### src/rtl/hazard_scoreboard_pkg.sv
// -----------------------------------------------------------------------------
// hazard_scoreboard_pkg
// Shared definitions for the pipeline hazard scoreboard:
//   - default field widths and the "operand not read" Tuse code
//   - forwarding-select encodings used by every fwd_* output
//   - stage-record structs for the E, M and W stages
//   - tnew_dec: saturating one-stage decrement of a Tnew code
// -----------------------------------------------------------------------------
package hazard_scoreboard_pkg;

    localparam int REC_AW      = 5;   // register address width
    localparam int REC_TW      = 5;   // Tuse/Tnew code width
    localparam int T_NONE_CODE = 16;  // Tuse code: operand not read

    localparam logic [1:0] FWD_RF = 2'd0;
    localparam logic [1:0] FWD_E  = 2'd1;
    localparam logic [1:0] FWD_M  = 2'd2;
    localparam logic [1:0] FWD_W  = 2'd3;

    // Common part of every stage record: who writes what, and how many
    // stages remain before the result exists.
    typedef struct packed {
        logic              valid;
        logic [REC_AW-1:0] dst;
        logic [REC_TW-1:0] tnew;
    } stage_rec_t;

    // E record also carries the operand addresses for E-stage forwarding.
    typedef struct packed {
        stage_rec_t        base;
        logic [REC_AW-1:0] rs;
        logic [REC_AW-1:0] rt;
        logic [REC_TW-1:0] rs_tuse;
        logic [REC_TW-1:0] rt_tuse;
    } e_rec_t;

    // M record keeps rt for store-data forwarding from W.
    typedef struct packed {
        stage_rec_t        base;
        logic [REC_AW-1:0] rt;
    } m_rec_t;

    function automatic logic [REC_TW-1:0] tnew_dec(input logic [REC_TW-1:0] t);
        return (t == '0) ? '0 : t - REC_TW'(1);
    endfunction

endpackage

### src/rtl/hazard_fwd_pick.sv
// -----------------------------------------------------------------------------
// hazard_fwd_pick
// Combinational forwarding-source selector for one operand.
//   addr  : operand register address (0 never forwards)
//   e_rec : E-stage record (tie to '0 when E is not a candidate source)
//   m_rec : M-stage record
//   w_rec : W-stage record
//   sel   : FWD_RF / FWD_E / FWD_M / FWD_W
// The nearest matching valid record owns the register. If that record's
// result is not ready yet (tnew!=0), older records hold stale data, so the
// select falls back to FWD_RF rather than reaching past it.
// -----------------------------------------------------------------------------
module hazard_fwd_pick
    import hazard_scoreboard_pkg::*;
(
    input  logic [REC_AW-1:0] addr,
    input  stage_rec_t        e_rec,
    input  stage_rec_t        m_rec,
    input  stage_rec_t        w_rec,
    output logic [1:0]        sel
);

    logic e_hit, m_hit, w_hit;

    always_comb begin
        e_hit = e_rec.valid && (e_rec.dst == addr);
        m_hit = m_rec.valid && (m_rec.dst == addr);
        w_hit = w_rec.valid && (w_rec.dst == addr);
        sel   = FWD_RF;
        if (addr != '0) begin
            if (e_hit) begin
                sel = (e_rec.tnew == '0) ? FWD_E : FWD_RF;
            end else if (m_hit) begin
                sel = (m_rec.tnew == '0) ? FWD_M : FWD_RF;
            end else if (w_hit) begin
                sel = (w_rec.tnew == '0) ? FWD_W : FWD_RF;
            end
        end
    end

endmodule

### src/rtl/hazard_scoreboard.sv
// -----------------------------------------------------------------------------
// hazard_scoreboard
// Pipeline hazard tracker downstream of the decode-stage control unit. Keeps
// write-back records for E, M and W and derives the D-stage stall and the
// forwarding selects for the D, E and M stages.
//
// Ports:
//   clk, reset               clock (rising edge), async active-low reset
//   d_rs, d_rt               D-stage operand addresses
//   d_rs_tuse, d_rt_tuse     operand Tuse codes (TUSE_NONE = not read)
//   d_tnew                   Tnew at E entry (>=3 means no write)
//   d_regw_en, d_dst         register-file write enable and destination
//   stall                    hold PC and F/D, bubble D/E
//   fwd_rs_d, fwd_rt_d       D operand source (RF/E/M/W)
//   fwd_rs_e, fwd_rt_e       E operand source (pipe reg/M/W)
//   fwd_rt_m                 M store-data source (pipe reg/W)
//   stall_cnt                stall-cycle counter, only when the
//                            HAZ_STALL_CNT_EN macro is defined
//
// Records advance on every edge; a stall only replaces the incoming E record
// with a bubble. All outputs are combinational from the records and D inputs.
// -----------------------------------------------------------------------------
module hazard_scoreboard
    import hazard_scoreboard_pkg::*;
#(
    parameter int REG_AW    = REC_AW,
    parameter int T_W       = REC_TW,
    parameter int TUSE_NONE = T_NONE_CODE
) (
    input  logic              clk,
    input  logic              reset,
    input  logic [REG_AW-1:0] d_rs,
    input  logic [REG_AW-1:0] d_rt,
    input  logic [T_W-1:0]    d_rs_tuse,
    input  logic [T_W-1:0]    d_rt_tuse,
    input  logic [T_W-1:0]    d_tnew,
    input  logic              d_regw_en,
    input  logic [REG_AW-1:0] d_dst,
    output logic              stall,
    output logic [1:0]        fwd_rs_d,
    output logic [1:0]        fwd_rt_d,
    output logic [1:0]        fwd_rs_e,
    output logic [1:0]        fwd_rt_e,
    output logic              fwd_rt_m
`ifdef HAZ_STALL_CNT_EN
    ,
    output logic [31:0]       stall_cnt
`endif
);

    localparam logic [T_W-1:0] TUSE_NONE_C = T_W'(TUSE_NONE);
    localparam logic [T_W-1:0] TNEW_LIMIT  = T_W'(3);

    e_rec_t     e_q, e_n, d_rec;
    m_rec_t     m_q, m_n;
    stage_rec_t w_q, w_n;
    logic [REC_AW-1:0] e_rs_used, e_rt_used;

    // An operand must wait while a pending writer's result arrives later than
    // the operand is consumed. W results are always ready, so W never stalls.
    function automatic logic op_stall(input logic [REC_AW-1:0] addr,
                                      input logic [REC_TW-1:0] tuse,
                                      input e_rec_t            e,
                                      input m_rec_t            m);
        logic e_late, m_late;
        e_late = e.base.valid && (e.base.dst == addr) && (e.base.tnew > tuse);
        m_late = m.base.valid && (m.base.dst == addr) && (m.base.tnew > tuse);
        return (tuse != TUSE_NONE_C) && (addr != '0) && (e_late || m_late);
    endfunction

    // Incoming record: operand fields are always carried so E/M forwarding
    // still sees them even when the instruction does not write.
    always_comb begin
        d_rec            = '0;
        d_rec.base.valid = d_regw_en && (d_tnew < TNEW_LIMIT) && (d_dst != '0);
        d_rec.base.dst   = d_dst;
        d_rec.base.tnew  = d_tnew;
        d_rec.rs         = d_rs;
        d_rec.rt         = d_rt;
        d_rec.rs_tuse    = d_rs_tuse;
        d_rec.rt_tuse    = d_rt_tuse;
    end

    always_comb begin
        stall = op_stall(d_rs, d_rs_tuse, e_q, m_q) ||
                op_stall(d_rt, d_rt_tuse, e_q, m_q);
    end

    // Next-record computation for the always-advancing pipeline.
    always_comb begin
        e_n            = stall ? '0 : d_rec;
        m_n            = '0;
        m_n.base.valid = e_q.base.valid;
        m_n.base.dst   = e_q.base.dst;
        m_n.base.tnew  = tnew_dec(e_q.base.tnew);
        m_n.rt         = e_q.rt;
        w_n            = '0;
        w_n.valid      = m_q.base.valid;
        w_n.dst        = m_q.base.dst;
    end

    always_ff @(posedge clk or negedge reset) begin
        if (!reset) begin
            e_q <= '0;
            m_q <= '0;
            w_q <= '0;
        end else begin
            e_q <= e_n;
            m_q <= m_n;
            w_q <= w_n;
        end
    end

    // An operand the E instruction does not read never forwards.
    always_comb begin
        e_rs_used = (e_q.rs_tuse != TUSE_NONE_C) ? e_q.rs : '0;
        e_rt_used = (e_q.rt_tuse != TUSE_NONE_C) ? e_q.rt : '0;
    end

    hazard_fwd_pick u_pick_rs_d (
        .addr  (d_rs),
        .e_rec (e_q.base),
        .m_rec (m_q.base),
        .w_rec (w_q),
        .sel   (fwd_rs_d)
    );

    hazard_fwd_pick u_pick_rt_d (
        .addr  (d_rt),
        .e_rec (e_q.base),
        .m_rec (m_q.base),
        .w_rec (w_q),
        .sel   (fwd_rt_d)
    );

    // E-stage selects only look downstream, so the E slot is tied off.
    hazard_fwd_pick u_pick_rs_e (
        .addr  (e_rs_used),
        .e_rec ('0),
        .m_rec (m_q.base),
        .w_rec (w_q),
        .sel   (fwd_rs_e)
    );

    hazard_fwd_pick u_pick_rt_e (
        .addr  (e_rt_used),
        .e_rec ('0),
        .m_rec (m_q.base),
        .w_rec (w_q),
        .sel   (fwd_rt_e)
    );

    always_comb begin
        fwd_rt_m = w_q.valid && (w_q.dst == m_q.rt) && (m_q.rt != '0);
    end

`ifdef HAZ_STALL_CNT_EN
    // Free-running count of stalled edges; wraps naturally at 2^32.
    always_ff @(posedge clk or negedge reset) begin
        if (!reset) begin
            stall_cnt <= '0;
        end else if (stall) begin
            stall_cnt <= stall_cnt + 32'd1;
        end
    end
`endif

endmodule

### config.mk
export PLATFORM = sky130hd
export DESIGN_NAME = hazard_scoreboard
export DESIGN_NICKNAME = d
export VERILOG_FILES = /design/src/rtl/hazard_scoreboard_pkg.sv /design/src/rtl/hazard_fwd_pick.sv /design/src/rtl/hazard_scoreboard.sv
export SDC_FILE = /design/constraint.sdc
export NUM_CORES = 1
export LEC_CHECK = 0
export ABC_CLOCK_PERIOD_IN_PS = 2120
export CORE_MARGIN = 2
export CORE_UTILIZATION = 25
export CTS_CLUSTER_DIAMETER = 80
export DETAILED_ROUTE_END_ITERATION = 6
export SYNTH_ARGS = -nofsm -noshare
export SYNTH_HDL_FRONTEND = slang
export SYNTH_SLANG_ARGS = --single-unit
### constraint.sdc
create_clock -name clk -period 2.12 [get_ports clk]
set_input_delay 0.212 -clock clk [delete_from_list [all_inputs] [get_ports clk]]
set_output_delay 0.212 -clock clk [all_outputs]
set_load 0.1 [all_outputs]
Word-level counts from Yosys, hierarchy flattened
Cells that the tools add are included.
{"block": "word_totals", "register_bits": 53, "in_bits": 33, "out_inout_bits": 10, "word_cells": 87}
{"block": "op_classes", "n_addsub": 1, "order_cmp": 5, "eq_ne": 15, "n_mux": 20, "n_reduce_logical": 33}
{"op": "5-bit == test", "count": 11}
{"op": "31-bit 2-to-1 mux", "count": 1}
{"op": "2-bit 2-to-1 mux", "count": 15}
{"op": "5-bit nonzero test", "count": 6}
{"op": "1-bit logical AND", "count": 22}
{"op": "5-bit greater-than comparator", "count": 4}
{"op": "5-bit inequality test (second input constant)", "count": 4}
{"op": "5-bit 2-to-1 mux", "count": 3}
{"op": "5-bit zero test", "count": 2}
{"op": "5-bit by 2-bit < comparator with 1-bit output (second input constant)", "count": 1}
{"op": "5-bit by 1-bit subtractor with 5-bit output (second input constant)", "count": 1}
{"op": "1-bit logical OR", "count": 3}
{"op": "1-bit 2-to-1 mux", "count": 1}

Longest topological paths before layout
Gate-level depths: netlist of run 1.
{"block": "depth", "ltp_word": 7, "depth_mapped": 9, "depth_no_buf": 8}

By module
From an unflattened synthesis of run 1, not the netlist that was laid out.
{"block": "unflattened", "hier_cells": 362, "area_unflattened_um2": 3564.7}
{"module": "hazard_scoreboard", "instances": 1, "cells_each": 226, "area_per_inst_um2": 2568.7, "seq_area_each_um2": 1326.3}
{"module": "hazard_fwd_pick", "instances": 4, "cells_each": 34, "area_per_inst_um2": 249.0, "seq_area_each_um2": 0.0}

Worst setup path before layout of run 1
OpenSTA, ideal clock, no wires.
{"block": "synth_path", "kind": "register to output", "start": "reg m_q[11] (netlist name)", "end": "out fwd_rs_d[1]", "t_arrival_ps": 3271, "setup_slack_ps": -1363, "path_stages_with_launch": 7, "n_path_buf": 1, "path_cell_list": "dfrtp_1 -> clkbuf_1 -> xor2_1 -> nor4_1 -> and3_1 -> a21oi_1 -> nor3_1"}
{"block": "synth_via", "elab_chain_cells": 5}
{"element": "start: declaration", "line": "hazard_scoreboard.sv:55", "rtl": "m_rec_t m_q, m_n;"}
{"element": "start signal: assignment", "line": "hazard_scoreboard.sv:109", "rtl": "m_q <= m_n;"}
{"element": "5-bit == test", "line": "hazard_fwd_pick.sv:27", "rtl": "m_hit = m_rec.valid && (m_rec.dst == addr);"}
{"element": "1-bit logical AND", "line": "hazard_fwd_pick.sv:27"}
{"element": "2-bit 2-to-1 mux", "line": "hazard_fwd_pick.sv:33", "rtl": "end else if (m_hit) begin"}
{"element": "2-bit 2-to-1 mux", "line": "hazard_fwd_pick.sv:31", "rtl": "if (e_hit) begin"}
{"element": "2-bit 2-to-1 mux", "line": "hazard_fwd_pick.sv:30", "rtl": "if (addr != '0) begin"}
{"element": "end: declaration", "line": "hazard_scoreboard.sv:40", "rtl": "output logic [1:0] fwd_rs_d,"}
No other way between the ends.

Worst setup path in the final report of run 1
{"block": "layout_path", "start": "reg e_q[1] (netlist name)", "end": "out fwd_rt_e[1]"}
{"block": "layout_via", "elab_chain_cells": 7, "elab_cells_between_ends": 10, "cone_classes": "eq/ne: 3; mux: 4; reduce/logical: 3"}
{"element": "start: declaration", "line": "hazard_scoreboard.sv:54", "rtl": "e_rec_t e_q, e_n, d_rec;"}
{"element": "start signal: assignment", "line": "hazard_scoreboard.sv:108", "rtl": "e_q <= e_n;"}
{"element": "5-bit inequality test *", "line": "hazard_scoreboard.sv:117", "rtl": "e_rt_used = (e_q.rt_tuse != TUSE_NONE_C) ? e_q.rt : '0;"}
{"element": "5-bit 2-to-1 mux *", "line": "hazard_scoreboard.sv:117"}
{"element": "5-bit == test", "line": "hazard_fwd_pick.sv:28", "rtl": "w_hit = w_rec.valid && (w_rec.dst == addr);"}
{"element": "1-bit logical AND", "line": "hazard_fwd_pick.sv:28"}
{"element": "2-bit 2-to-1 mux", "line": "hazard_fwd_pick.sv:35", "rtl": "end else if (w_hit) begin"}
{"element": "2-bit 2-to-1 mux", "line": "hazard_fwd_pick.sv:33"}
{"element": "2-bit 2-to-1 mux *", "line": "hazard_fwd_pick.sv:30"}
{"element": "end: declaration", "line": "hazard_scoreboard.sv:43", "rtl": "output logic [1:0] fwd_rt_e,"}
Every way passes the cells marked *; elsewhere a longest branch is shown, timed or not.

==> impl_summary.txt, run 1 <==
----------------------------------------------------
[Power and ir drop]
  Power spent charging and discharging nets ... around 0.63 mW
  Worst VDD drop ... approximately 340 µV
  Total power ... between 2 and 2.5 mW
  Sequential power share ... 47.6%
  Share of total power in the clock network ... between 30% and 40%
  Power per cell area ... about 510 nW/µm²
  Leak Pwr ... 2.02 nW
  Power Internal ... ~1.8 mW
  Part of the total power dissipated in combinational logic ... a little under a fifth
  Share of total power consumed by net switching ... between 20% and 30%

[Synth]
  Async SR Flop Fraction ... 100%
  Share of the synthesized area in the top cell type ... 42.4%
  Yosys top cell by area ... sky130_fd_sc_hd__dfrtp_1
  Flip-flop and latch count after synthesis ... 53
  Syn Inst Count ... 317
  Synthesized-area fraction occupied by ao, oa, aoi and oai cells ... under 10%
  Post-synth EDFFs ... 0
  Number of warning messages in the yosys log ... 0
  Most common cell in the netlist ... sky130_fd_sc_hd__dfrtp_1
  Commonest register cell after synthesis ... sky130_fd_sc_hd__dfrtp_1
  Share of the synthesized netlist area taken by xor and xnor gates ... approximately an eighth
  Synthesized netlist net count ... around 370
  Sequential element share of the synthesized area ... 42.4%
  Ranking of synthesized cells by area ... sky130_fd_sc_hd__dfrtp_1, sky130_fd_sc_hd__xor2_1, sky130_fd_sc_hd__ha_1
  Count of cell types in the netlist ... 40
  Share of cell area taken by muxes after synthesis ... 0.640%
  Avg Synthesized Cell Area ... roughly 9.9 µm²
  Fraction of the mapped netlist area in simple logic gates ... between 20% and 30%
  Synth cell count leaders ... sky130_fd_sc_hd__dfrtp_1, sky130_fd_sc_hd__xor2_1, sky130_fd_sc_hd__ha_1
  Adder-Cell Fraction of Synth Area ... 8.40%
  Synth Cell Area ... 3130 µm²
  Dominant combinational cell family by area after synthesis ... simple AND/OR/NAND/NOR gates

[Clock tree]
  TritonCTS clock tree ... built
  Clk Tree Root Cell ... sky130_fd_sc_hd__clkbuf_16
  Clock transition at the registers of the reported paths ... roughly 0.06 ns
  Clock latency on the worst-skew pair ... ~0.29 ns
  Num Clock Sinks ... 53
  Deepest clock path buffer count ... 2
  Maximum level of the CTS H-tree ... 2
  Number of buffers created by CTS ... 5

[Die]
  Starting utilization of the core area ... 25.8%
  I/O pin cnt ... 43
  Area of the core ... 12100 µm²
  Die area ... between 10000 and 15000 µm²
  Total number of placement rows ... 40
  Die height ... roughly 120 µm
  DIE WIDTH ... about 120 µm

[Detailed routing]
  Routed WL per cell ... around 14 µm
  Violation count after the first detailed-route iteration ... 65
  Per-cell via count in the routed design ... ~4.5
  Met3 Routed Length ... 335 µm
  Count of TritonRoute iterations in the first routing pass ... 4
  Highest layer used for signal routing ... met4
  Vias post-DR ... roughly 2600
  Number of nets with antenna violations after detailed routing ... 0
  Post-detailed-routing wire length ... a little over 8000 µm
  Residual DRC ... 0
  Met1 wire length ... 3400 µm
  Routed met2 length ... 4120 µm

[Setup path]
  Kind of start point of the critical path ... register
  Startpoint of the most critical register-to-register path ... e_q[23]
  Req. time, crit path ... roughly 1.9 ns
  Path type of the worst setup path ... register to output pin
  Cell count of the worst reg-to-reg path ... 9
  Critical Path Sink Type ... output pin
  Crit. Startpoint ... e_q[1]
  Critical path arrival ... ~2.1 ns
  CP Max Fanout ... 6
  Destination of the critical timing path ... fwd_rt_e[1]
  Terminus of the critical flop-to-flop path ... e_q[25]
  R2r setup slk ... around 0.030 ns

[STA]
  Slew headroom ... around 67%
  Setup repair after global routing missed its margin ... yes
  Setup tns final ... -1.06 ns
  Hold slack ... approximately 0.33 ns
  Setup Skew ... 0.00591 ns
  Worst Tran Pin Value ... 0.501 ns
  Share of the clock period used by the worst path after layout ... 109%
  Final number of setup-violating endpoints ... 9
  Final hold viol count ... 0
  Final WS setup ... -0.185 ns
  Fmax achieved ... between 400 and 500 MHz
  Final number of max-transition violations ... 0
  Post-route minimum period ... between 2 and 2.5 ns

[Final layout]
  Utilization after layout ... 38.5%
  Syn-to-layout area delta ... 49.0%
  Antenna diode count ... 0
  Filler cell count in the final layout ... 1200
  Nets@finish ... between 400 and 500
  Non-filler instance count after layout ... about 570
  Share of cells above drive strength 1 ... 34.7%
  Post-Layout Inst Area ... 4660 µm²

[Outcome]
  Result of the run ... finished, violations left
  Failing checks ... setup timing

[GRT]
  Grt total ovfl ... 0
  Global-route total usage across every layer ... between 10% and 20%
  Wire length of the first global-routing pass ... between 10000 and 15000 µm
  Pin count of the biggest net entering global routing ... 34
  Vias in the first global route ... around 2700
  Initial antenna violation count ... 0

[Placement]
  Total instance count after detailed placement ... 550
  Input/output buffers ... 42
  Instance area after placement ... ~4200 µm²
  GPL Wtd Cong ... about 0.84
  Post-detailed-placement half-perimeter wirelength ... ~6300 µm
  Worst slack, placed ... -0.291 ns

[Job]
  Reported max-cap violation count ... 0

[Worst hold path]
  Hold Crit Class ... input port to register

----------------------------------------------------
-- how the worst min path moves through the flow --
| stage | startpoint | end | slack, ns | cells after the start |
|---|---|---|---|---|
| floorplan | reset | e_q[0] | -0.08 | 0 |
| global placement | reset | m_q[1] | 0.20 | 1 |
| detailed placement | reset | m_q[1] | 0.21 | 1 |
| CTS | d_rs_tuse[1] | e_q[6] | 0.33 | 2 |
| global route | d_rs_tuse[1] | e_q[6] | 0.33 | 2 |
| finish | d_rs_tuse[1] | e_q[6] | 0.33 | 2 |
-- flip-flops by register name, summed over array words and instances (netlist names) --
name / flops
e_q: 31
w_q: 6
m_q: 16
-- cell type report --
cell class / count / area, µm² / area share (%)
clock buffers: 5 / 125 / 2.68
clock inverters: 3 / 21.3 / 0.456
inverters: 19 / 75.1 / 1.61
multi-input cells: 234 / 1950 / 41.9
flip-flops and latches: 53 / 1340 / 28.7
well taps: 168 / 210 / 4.51
repair buffers: 92 / 942 / 20.2
-- cells by family (layout without fill, tap and decap cells) --
group,Yosys count,count (layout)
simple gates,122,122
xor+xnor,45,45
flops,53,53
compound gates,44,44
fa+ha+maj,21,21
buf+inv,30,119
mux,2,2
-- metal layers --
metal / GRT usage, % / vias to the layer above
li1: - / 1271
met1: 15.5 / 1247
met2: 23.0 / 60
met3: 2.09 / 14
met4: 5.00 / 0
met5: 0 / -
-- critical path: stages (launching register included) --
cell,delay [ns]
sky130_fd_sc_hd__dfrtp_1,0.37
sky130_fd_sc_hd__nor4_2,0.30
sky130_fd_sc_hd__nand2_2,0.16
sky130_fd_sc_hd__a21oi_2,0.16
sky130_fd_sc_hd__o21ai_2,0.07
sky130_fd_sc_hd__nor3_2,0.17
sky130_fd_sc_hd__buf_4,0.15
sky130_fd_sc_hd__mux2i_4,0.24
sky130_fd_sc_hd__buf_12,0.20
-- power groups by stage --
stage          logic (mW)  clock network, mW  registers (mW)
4_1_cts             0.446              0.817            1.13
2_1_floorplan       0.227                  0            1.12
6_report            0.458              0.794            1.14
3_3_place_gp        0.389                  0            1.15
5_1_grt             0.511              0.844            1.14
3_5_place_dp        0.398                  0            1.15
-- cell usage in the layout (no fill, tap or decap), types with 4 or more instances in the layout --
cell / n
sky130_fd_sc_hd__ha_1: 18
sky130_fd_sc_hd__clkdlybuf4s50_1: 21
sky130_fd_sc_hd__nor2_1: 10
sky130_fd_sc_hd__clkbuf_16: 5
sky130_fd_sc_hd__nor4_2: 4
sky130_fd_sc_hd__nor4_1: 9
sky130_fd_sc_hd__nand3_1: 11
sky130_fd_sc_hd__dfrtp_1: 45
sky130_fd_sc_hd__o21ai_0: 8
sky130_fd_sc_hd__a21oi_2: 6
sky130_fd_sc_hd__inv_2: 4
sky130_fd_sc_hd__xor2_1: 34
sky130_fd_sc_hd__dfrtp_2: 8
sky130_fd_sc_hd__dlygate4sd2_1: 9
sky130_fd_sc_hd__buf_6: 12
sky130_fd_sc_hd__a21o_1: 4
sky130_fd_sc_hd__xnor2_1: 11
sky130_fd_sc_hd__or4_1: 4
sky130_fd_sc_hd__nor2_4: 4
sky130_fd_sc_hd__buf_4: 36
sky130_fd_sc_hd__and2_1: 19
sky130_fd_sc_hd__and2_4: 11
sky130_fd_sc_hd__a21oi_1: 10
sky130_fd_sc_hd__nand4_1: 4
sky130_fd_sc_hd__nand2_1: 10
sky130_fd_sc_hd__inv_1: 14
sky130_fd_sc_hd__and3_1: 5
sky130_fd_sc_hd__buf_12: 11
-- repair_timing --
action | 4_1_cts | 5_1_grt
endpoints found under the hold margin | 20 | 0
setup buffers | 14 | 2
pin swaps | 24 | 10
resized for setup | 57 | 23
setup endpoints to repair | 9 | 41
hold buffers | 1 | 0
No activity file was read; power rests on OpenSTA's default activity.
==> run 2, diff against run 1 <==
--- a/config.mk
+++ b/config.mk
@@ -5,7 +5,8 @@
 export SDC_FILE = /design/constraint.sdc
 export NUM_CORES = 1
 export LEC_CHECK = 0
-export ABC_CLOCK_PERIOD_IN_PS = 2120
+export ABC_CLOCK_PERIOD_IN_PS = 2400
+export CAP_MARGIN = 20
 export CORE_MARGIN = 2
 export CORE_UTILIZATION = 25
 export CTS_CLUSTER_DIAMETER = 80
==> constraint.sdc (replaced) <==
create_clock -name clk -period 2.4 [get_ports clk]
set_input_delay 0.24 -clock clk [delete_from_list [all_inputs] [get_ports clk]]
set_output_delay 0.24 -clock clk [all_outputs]
set_load 0.1 [all_outputs]
==> run 2 against run 1 <==
  * The flow finishes with violations (hold timing, setup timing)
  * First-iteration DRC count shrank 35%
  * Combinational power shrank 20%
  * Core utilization shrank 2.1 points
  * Routed wire length grew 1.8%
  * Sequential share of layout area grew 1.7 points
  * Critical path type unchanged
  * Highest routed layer unchanged
==> impl_summary.txt, run 2 (same netlist as run 1, synthesis figures left out) <==
----------------------------------------------------
[Outcome]
  Result of the run ... finished, violations left
  Failing checks ... hold timing, setup timing

[Placement]
  Input/output buffers ... 42 (unchanged)
  GPL Wtd Cong ... 0.841 (+0.37%)
  Post-detailed-placement half-perimeter wirelength ... 6320 µm (+1.0%)
  Instance area after placement ... 4020 µm² (-3.4%)

[Final layout]
  Share of cells above drive strength 1 ... 28.2% (-6.5 points)
  Antenna diode count ... 0 (unchanged)
  Utilization after layout ... 36.4% (-2.1 points)
  Commonest non-fill, non-tap cell in the layout ... sky130_fd_sc_hd__dfrtp_1
  Syn-to-layout area delta ... 40.9%
  Commonest non-fill, non-tap cells in the layout ... sky130_fd_sc_hd__dfrtp_1, sky130_fd_sc_hd__xor2_1, sky130_fd_sc_hd__buf_4, sky130_fd_sc_hd__clkdlybuf4s50_1
  Flip-flop count of the largest register, all copies and words added ... 31 (unchanged)
  Register with the most flip-flops ... e_q
  Post-Layout Inst Area ... 4410 µm² (-5.5%)
  Largest registers ... e_q (31), m_q (16), w_q (6)
  Nets@finish ... 446 (-2.8%)

[Setup path]
  Worst-path cell with the longest stage delay ... sky130_fd_sc_hd__dfrtp_1
  Cells along the critical path ... nor4_4 -> nand2_2 -> buf_4 -> buf_4 -> a21oi_2 -> o2111ai_2 -> mux2i_4 -> buf_12
  Path type of the worst setup path ... register to output pin
  Cell count of the worst reg-to-reg path ... 8 (-1)
  CP Max Fanout ... 6 (unchanged)
  Most repeated library cell on the critical path ... sky130_fd_sc_hd__buf_4
  Critical path arrival ... 2.17 ns (+0.08 ns)
  Startpoint of the most critical register-to-register path ... m_q[14]
  Req. time, crit path ... 2.16 ns (+0.25 ns)
  R2r setup slk ... 0.20 ns (+0.17 ns)
  Critical Path Sink Type ... output pin
  Terminus of the critical flop-to-flop path ... e_q[16]
  Kind of start point of the critical path ... register
  Max incr delay on CP ... 0.39 ns (+0.02 ns)

[GRT]
  Pin count of the biggest net entering global routing ... 34 (unchanged)
  Global-route total usage across every layer ... 12.7% (-0.20 points)
  Vias in the first global route ... 2739 (+0.88%)
  Grt total ovfl ... 0 (unchanged)
  Wire length of the first global-routing pass ... 13300 µm (-0.16%)
  Initial antenna violation count ... 0 (unchanged)

[Clock tree]
  Deepest clock path buffer count ... 2 (unchanged)
  Post-CTS Hold Buffers ... 0 (-1)
  TritonCTS clock tree ... built
  Clk Tree Root Cell ... sky130_fd_sc_hd__clkbuf_16
  Clock latency on the worst-skew pair ... 0.29 ns (about the same)
  Maximum level of the CTS H-tree ... 2 (unchanged)
  Clock transition at the registers of the reported paths ... 0.07 ns (about the same)
  Num Clock Sinks ... 53 (unchanged)
  Number of buffers created by CTS ... 5 (unchanged)

[Detailed routing]
  Violation count after the first detailed-route iteration ... 42 (-35%)
  Residual DRC ... 0 (unchanged)
  Per-cell via count in the routed design ... 4.59 (+1.7%)
  Post-detailed-routing wire length ... 8220 µm (+1.8%)
  Routed WL per cell ... 14.7 µm (+4.1%)
  Count of TritonRoute iterations in the first routing pass ... 4 (unchanged)
  Number of nets with antenna violations after detailed routing ... 0 (unchanged)
  Vias post-DR ... 2577 (-0.58%)

[Power and ir drop]
  Power spent charging and discharging nets ... 0.554 mW (-12%)
  Share of total power consumed by net switching ... 26.6% (+0.096 points)
  Part of the total power dissipated in combinational logic ... 17.5% (-1.7 points)
  Share of total power in the clock network ... 34.1% (+0.8 points)
  Power per cell area ... 473 nW/µm² (-7.7%)
  Worst VDD drop ... 326 µV (-4.0%)
  Sequential power share ... 48.3% (+0.7 points)
  Leak Pwr ... 1.98 nW (-1.7%)
  Power Internal ... 1.53 mW (-13%)

[STA]
  Post-route minimum period ... 2.41 ns
  Final number of setup-violating endpoints ... 1 (-8)
  Final WS setup ... -0.00938 ns (+0.175 ns)
  Fmax achieved ... about 420 MHz
  Share of the clock period used by the worst path after layout ... 100%
  Slew headroom ... 52.0% (-15 points)
  Worst Tran Pin Value ... 0.720 ns (+0.219 ns)
  Setup Skew ... 0.00888 ns (+0.00297 ns)
  Final hold viol count ... 5 (+5)
  Setup repair after global routing missed its margin ... yes
  Hold slack ... -0.00788 ns (-0.335 ns)
  Final number of max-transition violations ... 0 (unchanged)

[Die]
  Area of the core ... 12100 µm² (unchanged)
  Die height ... 116 µm (unchanged)
  DIE WIDTH ... 116 µm (unchanged)
  I/O pin cnt ... 43 (unchanged)
  Total number of placement rows ... 40 (unchanged)
  Die area ... 13400 µm² (unchanged)
  Starting utilization of the core area ... 25.8% (unchanged)

[Worst hold path]
  Hold Crit Class ... input port to asynchronous set/reset pin

[Job]
  Reported max-cap violation count ... 0 (unchanged)

----------------------------------------------------
[run 2: changes by cell type in the layout (fill, tap and decap cells not counted), moves of 3 or more]
| cell | previous run | this run |
|---|---|---|
| sky130_fd_sc_hd__dlygate4sd2_1 | 9 | 0 |
| sky130_fd_sc_hd__buf_4 | 36 | 33 |
| sky130_fd_sc_hd__dlymetal6s2s_1 | 1 | 10 |
| sky130_fd_sc_hd__nor2_4 | 4 | 0 |
| sky130_fd_sc_hd__inv_1 | 14 | 17 |
| sky130_fd_sc_hd__and2_4 | 11 | 0 |
| sky130_fd_sc_hd__nor4_2 | 4 | 1 |
| sky130_fd_sc_hd__and2_2 | 1 | 11 |
| sky130_fd_sc_hd__nor2_2 | 1 | 5 |
| sky130_fd_sc_hd__buf_6 | 12 | 3 |
[run 2: per-stage QoR]
stage	hold slack [ns]	instances	TNS [ns]	worst slack, ns	total power, mW
finish	-0.00788	561	-0.00938	-0.00938	2.08
global route	0.0539	561	-0.255	-0.127	2.20
CTS	0.0118	552	-0.0279	-0.0279	2.08
detailed placement	0.325	541	-0.453	-0.0656	1.35
global placement	0.322	541	-0.0142	-0.0142	1.33
floorplan	-0.0556	317	-0.581	-0.255	1.18
[run 2: power by group through the flow]
stage	clock network (mW)	registers, mW	logic, mW
2_1_floorplan	0	0.988	0.194
3_3_place_gp	0	1.02	0.311
3_5_place_dp	0	1.02	0.327
4_1_cts	0.733	1.01	0.336
5_1_grt	0.776	1.01	0.408
6_report	0.711	1.01	0.365
[run 2: how the worst max path moves through the flow]
stage	from	end	slack, ns	cells after the start
global route	e_q[1]	fwd_rt_e[1]	-0.13	8
floorplan	m_q[11]	fwd_rs_d[1]	-0.25	6
CTS	e_q[2]	fwd_rt_e[1]	-0.03	8
detailed placement	d_rs_tuse[3]	stall	-0.07	10
finish	e_q[1]	fwd_rt_e[1]	-0.009	8
global placement	d_rs_tuse[3]	stall	-0.01	10
[run 2: what timing repair did]
| item | 4_1_cts | 5_1_grt |
|---|---|---|
| pin swaps | 7 | 15 |
| gates resized for setup | 11 | 34 |
| endpoints found under the setup margin | 6 | 8 |
| buffers inserted | 3 | 9 |
[run 2: cell type report]
class,instances,area (µm²)
fillers,1233,7700
repair buffers,79,842
well taps,168,210
inverters,19,71.3
clock buffers,5,125
flip-flops and latches,53,1340
clock inverters,3,25.0
multi-input cells,234,1800
[run 2: routing by layer]
layer / GRT usage, % / part of all wire (%) / up-vias
li1: - / - / 1254
met1: 14.9 / 41 / 1251
met2: 23.5 / 53 / 58
met3: 1.67 / 2.8 / 14
met4: 4.60 / 2.4 / 0
met5: 0 / 0 / -
[run 2: critical path: cells and delay by family, from the launching register on]
family | cells | cell delay (ns)
compound gates | 2 | 0.32
flops | 1 | 0.39
simple gates | 2 | 0.43
mux | 1 | 0.22
buf+inv | 3 | 0.50
